[config.mk]
export PLATFORM = sky130hd
export DESIGN_NAME = pc_fetch_ctrl
export DESIGN_NICKNAME = d
export VERILOG_FILES = /design/src/rtl/pc_fetch_ctrl.sv
export SDC_FILE = /design/constraint.sdc
export NUM_CORES = 1
export LEC_CHECK = 0
export ABC_CLOCK_PERIOD_IN_PS = 2400
export CELL_PAD_IN_SITES_DETAIL_PLACEMENT = 0
export CELL_PAD_IN_SITES_GLOBAL_PLACEMENT = 1
export CORE_ASPECT_RATIO = 0.5
export CORE_MARGIN = 2
export CORE_UTILIZATION = 24
export CTS_CLUSTER_DIAMETER = 30
export DETAILED_ROUTE_END_ITERATION = 8
export PLACE_DENSITY = 0.71
export SLEW_MARGIN = 20
export SYNTH_ARGS = -nofsm -noshare
export SYNTH_HDL_FRONTEND = slang
export SYNTH_SLANG_ARGS = --single-unit
[constraint.sdc]
create_clock -name clk -period 2.4 [get_ports clk]
set_input_delay 0.6 -clock clk [delete_from_list [all_inputs] [get_ports clk]]
set_output_delay 0.6 -clock clk [all_outputs]
set_load 0.01 [all_outputs]
[src/rtl/pc_fetch_ctrl.sv]
// Next-PC sequencing controller: owns the architectural PC, issues one
// instruction fetch at a time, presents it to execute, and retires it with
// either a redirect or PC+4. Flags misaligned targets and fetch timeouts.
module pc_fetch_ctrl #(
  parameter logic [31:0] RESET_PC = 32'h0000_0000,
  parameter int unsigned TIMEOUT  = 16
) (
  input  logic        clk,
  input  logic        rst,
  output logic        imem_req,
  output logic [31:0] imem_addr,
  input  logic        imem_gnt,
  input  logic        imem_rvalid,
  input  logic [31:0] imem_rdata,
  output logic        instr_valid,
  output logic [31:0] instr,
  output logic [31:0] instr_pc,
  input  logic        stall,
  input  logic        redirect_en,
  input  logic [31:0] redirect_target,
  output logic        fault,
  output logic [1:0]  fault_code,
  output logic [31:0] retired_cnt
);

  typedef enum logic [2:0] {
    S_BOOT,
    S_REQ,
    S_WAIT,
    S_VALID,
    S_HALT
  } state_t;

  localparam logic [7:0] WCNT_LAST = 8'(TIMEOUT - 1);

  state_t      state_q, state_d;
  logic [31:0] pc_q, pc_d;
  logic [31:0] instr_q, instr_d;
  logic [31:0] instr_pc_q, instr_pc_d;
  logic [31:0] retired_q, retired_d;
  logic        valid_q, valid_d;
  logic        req_q, req_d;
  logic        fault_q, fault_d;
  logic [1:0]  code_q, code_d;
  logic [7:0]  wcnt_q, wcnt_d;

  // State and datapath registers; reset overrides every other input.
  always_ff @(posedge clk) begin
    if (rst) begin
      state_q    <= S_BOOT;
      pc_q       <= RESET_PC;
      instr_q    <= '0;
      instr_pc_q <= '0;
      retired_q  <= '0;
      valid_q    <= 1'b0;
      req_q      <= 1'b0;
      fault_q    <= 1'b0;
      code_q     <= 2'b00;
      wcnt_q     <= '0;
    end else begin
      state_q    <= state_d;
      pc_q       <= pc_d;
      instr_q    <= instr_d;
      instr_pc_q <= instr_pc_d;
      retired_q  <= retired_d;
      valid_q    <= valid_d;
      req_q      <= req_d;
      fault_q    <= fault_d;
      code_q     <= code_d;
      wcnt_q     <= wcnt_d;
    end
  end

  // Next-state and next-datapath values for the fetch/retire sequence.
  always_comb begin
    state_d    = state_q;
    pc_d       = pc_q;
    instr_d    = instr_q;
    instr_pc_d = instr_pc_q;
    retired_d  = retired_q;
    valid_d    = valid_q;
    fault_d    = fault_q;
    code_d     = code_q;
    wcnt_d     = wcnt_q;

    case (state_q)
      S_BOOT: state_d = S_REQ;
      S_REQ: begin
        if (imem_gnt) begin
          state_d = S_WAIT;
          wcnt_d  = '0;
        end
      end
      S_WAIT: begin
        if (imem_rvalid) begin
          instr_d    = imem_rdata;
          instr_pc_d = pc_q;
          valid_d    = 1'b1;
          state_d    = S_VALID;
        end else if (wcnt_q == WCNT_LAST) begin
          state_d = S_HALT;
          fault_d = 1'b1;
          code_d  = 2'b10;
        end else begin
          wcnt_d = wcnt_q + 8'd1;
        end
      end
      S_VALID: begin
        if (!stall) begin
          retired_d = retired_q + 32'd1;
          valid_d   = 1'b0;
          if (redirect_en && (redirect_target[1:0] != 2'b00)) begin
            state_d = S_HALT;
            fault_d = 1'b1;
            code_d  = 2'b01;
          end else if (redirect_en) begin
            pc_d    = redirect_target;
            state_d = S_REQ;
          end else begin
            pc_d    = pc_q + 32'd4;
            state_d = S_REQ;
          end
        end
      end
      S_HALT:  state_d = S_HALT;
      default: state_d = S_HALT;
    endcase

    // imem_req is a flop that anticipates entry into REQ, so it is glitch-free
    // yet asserted exactly during REQ cycles.
    req_d = (state_d == S_REQ);
  end

  assign imem_req    = req_q;
  assign imem_addr   = pc_q;
  assign instr_valid = valid_q;
  assign instr       = instr_q;
  assign instr_pc    = instr_pc_q;
  assign fault       = fault_q;
  assign fault_code  = code_q;
  assign retired_cnt = retired_q;

endmodule
==> run summary, run 1 <==
Maximum VDD drop: 0.347 mV
# clock sinks: 144
Htree depth: 4
Top-count cell post-synth: nand2_1
# hold bufs at CTS: 0
Resize count post-CTS: 0
Largest net degree at the start of global routing: 62
HPWL after detailed placement: 15800 um
Commonest cells post-synth: 167 x nand2_1, 144 x dfxtp_1, 94 x a21oi_1
Routed vias: 6487
Unrepaired setup endpoints after global routing: no
Max-cap viol count: 0
Worst path cell trace: buf_4 > clkdlybuf4s50_1
Ports: 203
Placed insts: 1358
Clock tree from TritonCTS: done
Initial DRC count: 306
Mapped Avg Cell Area: 7.96 um2
Top post-synthesis cells by area: dfxtp_1 45%, nand2_1 9.8%, a21oi_1 7.4%, nor2_1 4.1%, xor2_1 3.6%
DR DRC count: 0
Share of cells above drive strength 1: 9.34%
Tcrit/Tclk final: 89.9%
Crit Path Class: register to output port
Clock Pin Slew Worst Setup and Hold Paths: 0.06 ns
Slowest-stage cell, CP: clkdlybuf4s50_1
Final #Nets: 1098
Seq/Total Area, Yosys: 45.1%
CP peak stage delay: 0.56 ns
Area after DPL: 9050 um2
Final std cells w/o fill: 1391
Num CTS Buffers: 17
Initial DRT Pass Iterations: 7
CP Max Fanout: 8
Placer Congestion: 0.802
Post-synth EDFFs: 0
Area grow syn2layout: 50.6%
Total leakage power: 3.28 nW
Async set-reset flop share out of synthesis: 0%
Status: complete, no violations
Netlist Area Pre-Place: 6390 um2
Post-Place Setup Slack: -0.0703 ns
Maximum buffer depth of the clock tree: 2
Cells after synthesis: 803
Final worst slack: 0.242 ns
Worst Path Buf+Inv: 2
Relative slew slack: 64.6%
Synth Flop Type: dfxtp_1
Die W: 235 um
Worst Tran Pin Value: 0.517 ns
Post-CTS Setup Bufs: 0
First-pass GRT wire length: 33800 um
Maximum clock frequency: 463 MHz
Share of the synthesized area in the top cell type: 45.1%
Core region area: 26300 um2
Total GRT Usage: 15.2%
DRT Wirelength: 21700 um
Routed Antenna Nets: 0
Critical Path RT: 1.80 ns
Warnings, synthesis: 0
Worst hold-check path type: register to register
Cell type with the largest total area after synthesis: dfxtp_1
WL/cell: 15.6 um
Post-Syn Nets: 876
Fin. max-slew vios: 0
Vias per inst: 4.66
Vias in the first global route: 6167
Number of distinct library cells after synthesis: 61
Initial antenna violation count: 1
Final setup skew: 0.00930 ns
Worst Setup Start Kind: register
Design area: 9630 um2
Power per Cell Area: 566 nW/um2
Hold Slack: 0.448 ns
IO buf count: 202
CP top delay family: buffers and inverters
Critical Path AT: 1.56 ns
DIE AREA: 28000 um2
Setup-failing EPs final: 0
CP endpoint kind: output port
Initial core utilization: 24.3%
Die Ht: 119 um
Row cnt: 42
Fin crit period: 2.16 ns
Final Hold Fails: 0
Clock root buffer: clkbuf_16
GR Overflow Total: 0
Worst-Skew Late Latency: 0.43 ns
Synth Register Bits: 144
[cell type report]
type | instances | area [um2]
multi-input combinational | 598 | 3250
sequential | 144 | 2880
antenna | 1 | 2.50
tap | 352 | 440
fill | 2675 | 16700
clock inverter | 8 | 77.6
clock buffer | 24 | 502
timing repair buffer | 251 | 2430
inverter | 13 | 48.8
[tightest hold or removal path, stage by stage, from the launching register on]
cell and delay [ns]:
dfxtp_1 0.31, inv_1 0.05, a21oi_1 0.05
[path summary, 6_finish.rpt]
path,from,end,slack [ns],depth (start not counted)
max,imem_addr[7],imem_addr[7],0.24,2
min,fault,fault,0.45,2
max reg2reg,imem_addr[5],imem_addr[29],0.39,5
min reg2reg,fault,fault,0.45,2
[per-stage QoR]
| stage | utilization [%] | setup TNS, ns | power [mW] |
|---|---|---|---|
| after floorplan | - | 0 | 2.66 |
| after global placement | 34.4 | -0.0855 | 2.89 |
| after detailed placement | 34.4 | -0.0716 | 2.90 |
| after CTS | 36.6 | 0 | 5.53 |
| after global routing | 36.6 | 0 | 5.67 |
| final | 36.6 | 0 | 5.45 |
[registers in the layout, indices dropped and copies added, names as in the netlist]
signal / count
state_q: 3
instr: 32
instr_valid: 1
imem_addr: 32
imem_req: 1
fault_code: 2
retired_cnt: 32
wcnt_q: 8
instr_pc: 32
fault: 1
[layer usage]
metal	global-route usage (%)	vias up	share of wire [%]
met3	2.85	31	3.3
met2	25.7	122	49
li1	-	3244	-
met4	6.69	0	2.4
met1	19.0	3090	45
met5	0	-	0
[report_power, final]
| part | total (mW) | switching (mW) | internal (mW) | leakage (nW) |
|---|---|---|---|---|
| Sequential | 2.44 | 0.0245 | 2.42 | 1.16 |
| Clock | 2.61 | 1.05 | 1.56 | 0.283 |
| Combinational | 0.399 | 0.193 | 0.206 | 1.84 |
| Total | 5.45 | 1.27 | 4.19 | 3.28 |
[logic make-up after synthesis]
group                    synth area share, %
buffers and inverters                   4.21
AND/OR/NAND/NOR                         27.2
adder cells (fa/ha/maj)                0.587
multiplexers                           0.939
AO/OA/AOI/OAI                           17.0
XOR/XNOR                                4.93
flip-flops                              45.1
[layout by cell type (no fill, tap or decap), types with 3 or more instances in the layout]
cell | synthesis | layout
clkdlybuf4s50_1 | 0 | 200
nand2_1 | 167 | 166
dfxtp_1 | 144 | 144
a21oi_1 | 94 | 94
nor2_1 | 70 | 70
buf_4 | 1 | 46
nand3_1 | 35 | 35
xor2_1 | 26 | 26
o21ai_0 | 25 | 25
nand4_1 | 19 | 19
clkbuf_16 | 0 | 17
nor3_1 | 16 | 16
and3_1 | 13 | 13
inv_1 | 13 | 13
a31oi_1 | 12 | 12
xnor2_1 | 10 | 10
or3_1 | 9 | 9
a211oi_1 | 7 | 7
a22oi_1 | 7 | 7
o211ai_1 | 7 | 7
mux2i_1 | 6 | 6
o31ai_1 | 5 | 5
or2_2 | 5 | 5
nand2b_1 | 5 | 5
clkbuf_8 | 0 | 5
o22ai_1 | 4 | 4
buf_12 | 0 | 4
a21o_1 | 3 | 3
o211a_1 | 3 | 3
a22o_1 | 3 | 3
and2_1 | 4 | 3
nor4_1 | 3 | 3
and4_1 | 3 | 3
nor3b_1 | 3 | 3
or4_1 | 3 | 3
ha_1 | 3 | 3
clkinv_2 | 0 | 3
No activity file was read; power rests on OpenSTA's default activity.
==> run 2, diff against run 1 <==
- CORE_UTILIZATION: 24 -> 33
- PLACE_DENSITY: 0.71 -> 0.89
==> run 2 against run 1 <==
Compared with the run above: utilization grew 15 points; worst hold slack improved by 0.0032 ns; die area down 27%; critical endpoint is now imem_addr[13].
==> run summary, run 2 (synthesis gave the netlist of run 1 again) <==
Crit Path Class: register to output port
Commonest non-fill, non-tap cell in the layout: clkdlybuf4s50_1
Final std cells w/o fill: 1297 (-6.8%)
Clock tree from TritonCTS: done
Reg2reg path depth: 5 (unchanged)
Initial DRC count: 408 (+33%)
Internal power: 4.39 mW (+4.8%)
Worst Path Buf+Inv: 1 (-1)
Hold path depth: 2 (unchanged)
# hold bufs at CTS: 0 (unchanged)
Routed vias: 6614 (+2.0%)
CP endpoint kind: output port
Clock Pin Slew Worst Setup and Hold Paths: 0.06 ns (about the same)
CP top delay family: buffers and inverters
GR Overflow Total: 0 (unchanged)
IO buf count: 202 (unchanged)
Vias per inst: 5.10 (+9.3%)
Reg2Reg Setup Slack: 0.31 ns (-0.08 ns)
Power per Cell Area: 591 nW/um2 (+4.5%)
Num CTS Buffers: 17 (unchanged)
Worst Tran Pin Value: 0.514 ns (-0.00288 ns)
Initial core utilization: 34.2% (+9.9 points)
Hold worst-path end: instr[1]
Post-CTS Setup Bufs: 0 (unchanged)
Worst Setup Start Kind: register
Tcrit/Tclk final: 91.1% (+1.2 points)
Total GRT Usage: 19.6% (+4.3 points)
Switching Fraction: 22.5% (-0.70 points)
Maximum VDD drop: 0.511 mV (+47%)
Core region area: 18700 um2 (-29%)
Final #Nets: 1099 (+0.091%)
Reg-to-reg startpoint: imem_addr[6]
First-pass GRT wire length: 32200 um (-4.8%)
Unrepaired setup endpoints after global routing: no
Htree depth: 4 (unchanged)
Relative slew slack: 65.6% (+0.96 points)
Critical Path RT: 1.80 ns (about the same)
WL/cell: 15.7 um (+0.56%)
Setup-failing EPs final: 0 (unchanged)
DR DRC count: 0 (unchanged)
Largest net degree at the start of global routing: 56 (-9.7%)
Worst hold-check path type: register to register
HPWL after detailed placement: 14500 um (-8.4%)
Reg power frac: 43.1% (-1.7 points)
Diode count: 0 (-1)
Status: complete, no violations
CP peak stage delay: 0.62 ns (+0.06 ns)
Fin crit period: 2.19 ns (+0.0277 ns)
Maximum buffer depth of the clock tree: 2 (unchanged)
Routed Antenna Nets: 0 (unchanged)
DRT Wirelength: 20300 um (-6.2%)
Hold path start: instr[1]
Power share of the combinational group: 7.0% (-0.3 points)
Total leakage power: 3.31 nW (+0.69%)
Critical Path AT: 1.59 ns (+0.03 ns)
Die Ht: 102 um (-14%)
Clock power share: 49.9% (+2.0 points)
Final setup skew: 0.00812 ns (-0.00118 ns)
Most frequent cells in the layout: 201 x clkdlybuf4s50_1, 166 x nand2_1, 144 x dfxtp_1
Share of cells above drive strength 1: 9.44% (+0.096 points)
Vias in the first global route: 6389 (+3.6%)
DIE AREA: 20600 um2 (-27%)
Worst path cell trace: clkdlybuf4s50_1
Fin. max-slew vios: 0 (unchanged)
Ports: 203 (unchanged)
Placed insts: 1266 (-6.8%)
End of the worst register-to-register path: imem_addr[29]
Initial antenna violation count: 0 (-1)
Maximum clock frequency: 458 MHz (-1.3%)
# clock sinks: 144 (unchanged)
Final Hold Fails: 0 (unchanged)
Clock root buffer: clkbuf_16
Worst-Skew Late Latency: 0.42 ns (about the same)
Pwr Total: 5.66 mW (+3.8%)
Area grow syn2layout: 49.7%
Initial DRT Pass Iterations: 5 (-2)
Row cnt: 35 (-17%)
Die W: 201 um (-14%)
Max-cap viol count: 0 (unchanged)
Slowest-stage cell, CP: clkdlybuf4s50_1
Resize count post-CTS: 0 (unchanged)
CP Max Fanout: 9 (+1)
Placer Congestion: 0.833 (+3.9%)
NetSw: 1.27 mW (+0.69%)
run 2: power by group through the flow:
stage	clock, mW	combinational, mW	sequential, mW
after floorplan	0	0.161	2.50
after global placement	0	0.390	2.49
after detailed placement	0	0.394	2.50
after CTS	2.89	0.396	2.44
after global routing	2.99	0.429	2.44
final	2.83	0.394	2.44
run 2: final cells by class:
type / instances / area, um2
clock buffer: 18 / 439
clock inverter: 13 / 188
fill: 1768 / 9130
inverter: 13 / 48.8
multi-input combinational: 598 / 3250
sequential: 144 / 2880
tap: 259 / 324
timing repair buffer: 252 / 2440
run 2: per-stage QoR:
| stage | TNS, ns | area (um2) | utilization, % | hold WS, ns | setup WS [ns] |
|---|---|---|---|---|---|
| floorplan | 0 | 6390 | - | 0.470 | 0.469 |
| global placement | 0 | 8950 | 47.8 | 0.439 | 0.0212 |
| detailed placement | -0.0602 | 8950 | 47.8 | 0.446 | -0.0602 |
| CTS | 0 | 9570 | 51.2 | 0.454 | 0.191 |
| global route | 0 | 9570 | 51.2 | 0.473 | 0.135 |
| finish | 0 | 9570 | 51.2 | 0.451 | 0.214 |
run 2: how the worst max path moves through the flow:
stage                             start  slack (ns)              end  depth (start not counted)
after floorplan                   stall        0.47  retired_cnt[31]                          5
after global placement      redirect_en        0.02    fault_code[1]                          6
after detailed placement          stall       -0.06  retired_cnt[31]                          7
after CTS                 imem_addr[13]        0.19    imem_addr[13]                          1
after global routing         state_q[1]        0.13        wcnt_q[1]                          5
final                     imem_addr[13]        0.21    imem_addr[13]                          1
run 2: layer usage:
layer	wire, um	up-vias	track usage (%)	part of all wire, %
li1	-	3246	-	-
met1	9210	3139	24.6	45
met2	9650	183	32.6	48
met3	851	46	4.37	4.2
met4	588	0	9.17	2.9
met5	0	-	0	0
==> run 3, diff against run 2 <==
- CORE_UTILIZATION: 33 -> 34
- CTS_BUF_LIST: unset -> sky130_fd_sc_hd__clkbuf_2 sky130_fd_sc_hd__clkbuf_4 sky130_fd_sc_hd__clkbuf_8
- PLACE_DENSITY: 0.89 -> 0.91
==> run 3 against run 2 <==
Compared with the run above: final cell count down 1.7%; highest routed layer unchanged; clock skew up 0.0098 ns; wire length down 2.0%; worst hold slack worse by 0.0034 ns; sequential cell count unchanged; via count down 1.5%; total power down 16%; die area down 2.9%.
==> run summary, run 3 (synthesis gave the netlist of run 1 again) <==
End of the worst register-to-register path: imem_addr[14]
Row cnt: 35 (unchanged)
Critical Path AT: 1.63 ns (+0.04 ns)
Resize count post-CTS: 0 (unchanged)
Share of cells above drive strength 1: 9.18% (-0.26 points)
Setup-failing EPs final: 0 (unchanged)
Clock Pin Slew Worst Setup and Hold Paths: 0.10 ns (+0.04 ns)
CP endpoint kind: output port
Tcrit/Tclk final: 93.1% (+2.0 points)
Crit Path Class: register to output port
Pwr Total: 4.76 mW (-16%)
Final setup skew: 0.0180 ns (+0.00985 ns)
Core region area: 18400 um2 (-1.6%)
Status: complete, no violations
Maximum buffer depth of the clock tree: 2 (unchanged)
Placer Congestion: 0.896 (+7.6%)
Vias per inst: 5.11 (+0.17%)
Final core utilization: 50.4% (-0.79 points)
Max-cap viol count: 0 (unchanged)
Relative slew slack: 63.4% (-2.2 points)
Clock tree from TritonCTS: done
Fin crit period: 2.23 ns (+0.0479 ns)
Clock power share: 40.6% (-9.3 points)
NetSw: 1.27 mW (-0.64%)
Slowest-stage cell, CP: clkdlybuf4s50_1
WP depth: 1 (unchanged)
DRT Wirelength: 19900 um (-2.0%)
Unrepaired setup endpoints after global routing: no
Vias in the first global route: 6162 (-3.6%)
Clock root buffer: clkbuf_8
DIE AREA: 20000 um2 (-2.9%)
Reg2reg path depth: 6 (+1)
DR DRC count: 0 (unchanged)
Diode count: 0 (unchanged)
Most frequent cells in the layout: 201 x clkdlybuf4s50_1, 166 x nand2_1, 144 x dfxtp_1
IO buf count: 202 (unchanged)
CP Launch Point: imem_addr[13]
Worst-Skew Late Latency: 0.46 ns (+0.04 ns)
CP peak stage delay: 0.62 ns (about the same)
Worst Tran Pin Value: 0.549 ns (+0.0351 ns)
Num CTS Buffers: 17 (unchanged)
Htree depth: 4 (unchanged)
Total leakage power: 3.18 nW (-3.9%)
Fin. max-slew vios: 0 (unchanged)
Initial DRT Pass Iterations: 5 (unchanged)
Total GRT Usage: 19.9% (+0.32 points)
End of the critical path: imem_addr[13]
Post-CTS Setup Bufs: 0 (unchanged)
Reg2Reg Setup Slack: 0.25 ns (-0.06 ns)
Initial DRC count: 347 (-15%)
Reg power frac: 51.2% (+8.1 points)
Worst Path Buf+Inv: 1 (unchanged)
Critical Path RT: 1.80 ns (about the same)
CP Max Fanout: 9 (unchanged)
Power share of the combinational group: 8.2% (+1.2 points)
Worst path cell trace: clkdlybuf4s50_1
Initial core utilization: 34.8% (+0.57 points)
First-pass GRT wire length: 31500 um (-2.1%)
FILL cells: 1777 (+0.51%)
Die Ht: 101 um (-1.4%)
Routed vias: 6513 (-1.5%)
Power per Cell Area: 514 nW/um2 (-13%)
Internal power: 3.50 mW (-20%)
Worst Setup Start Kind: register
Largest net degree at the start of global routing: 53 (-5.4%)
Initial antenna violation count: 0 (unchanged)
CP top delay family: buffers and inverters
Worst hold-check path type: register to register
Routed Antenna Nets: 0 (unchanged)
Final #Nets: 1095 (-0.36%)
# clock sinks: 144 (unchanged)
Reg-to-reg startpoint: imem_addr[2]
Final Hold Fails: 0 (unchanged)
GR Overflow Total: 0 (unchanged)
Area grow syn2layout: 45.0%
Switching Fraction: 26.6% (+4.1 points)
Die W: 198 um (-1.5%)
WL/cell: 15.6 um (-0.35%)
Commonest non-fill, non-tap cell in the layout: clkdlybuf4s50_1
Maximum clock frequency: 448 MHz (-2.1%)
HPWL after detailed placement: 14600 um (+0.39%)
Maximum VDD drop: 0.341 mV (-33%)
Ports: 203 (unchanged)
# hold bufs at CTS: 0 (unchanged)
-- run 3: worst min path at each step --
stage / from / endpoint / slack (ns) / cells after the start
after floorplan: fault / fault / 0.47 / 2
after global placement: fault / fault / 0.43 / 2
after detailed placement: fault / fault / 0.44 / 2
after CTS: fault / fault / 0.45 / 2
after global routing: instr_pc[31] / instr_pc[31] / 0.47 / 2
final: fault / fault / 0.45 / 2
-- run 3: layer usage --
metal  global-route usage (%)  part of all wire [%]  wire length, um  vias up
met5                        0                     0                0        -
met4                     7.58                   1.9              371        0
met3                     4.42                   4.8              956       31
met2                     33.8                    49             9680      160
met1                     24.8                    45             8880     3084
li1                         -                     -                -     3238
-- run 3: stage by stage --
step / hold WS (ns) / setup slack [ns] / setup TNS (ns) / area, um2 / instances
2_1_floorplan: 0.470 / 0.469 / 0 / 6390 / 803
3_3_place_gp: 0.433 / 0.0222 / 0 / 8880 / 1243
3_5_place_dp: 0.435 / -0.0726 / -0.0726 / 8880 / 1243
4_1_cts: 0.448 / 0.132 / 0 / 9270 / 1275
5_1_grt: 0.469 / 0.0155 / 0 / 9270 / 1275
6_report: 0.448 / 0.167 / 0 / 9270 / 1275
-- run 3: final cells by class --
class | count | area (um2) | area share [%]
clock buffer | 18 | 248 | 2.67
clock inverter | 14 | 143 | 1.54
inverter | 13 | 48.8 | 0.526
multi-input combinational | 598 | 3250 | 35.0
sequential | 144 | 2880 | 31.1
tap | 240 | 300 | 3.24
timing repair buffer | 248 | 2400 | 25.9
-- run 3: power by group through the flow --
stage	clock, mW	combinational (mW)	sequential, mW
global placement	0	0.383	2.49
global route	2.10	0.423	2.45
CTS	1.99	0.391	2.44
detailed placement	0	0.389	2.50
finish	1.93	0.389	2.44
floorplan	0	0.161	2.50
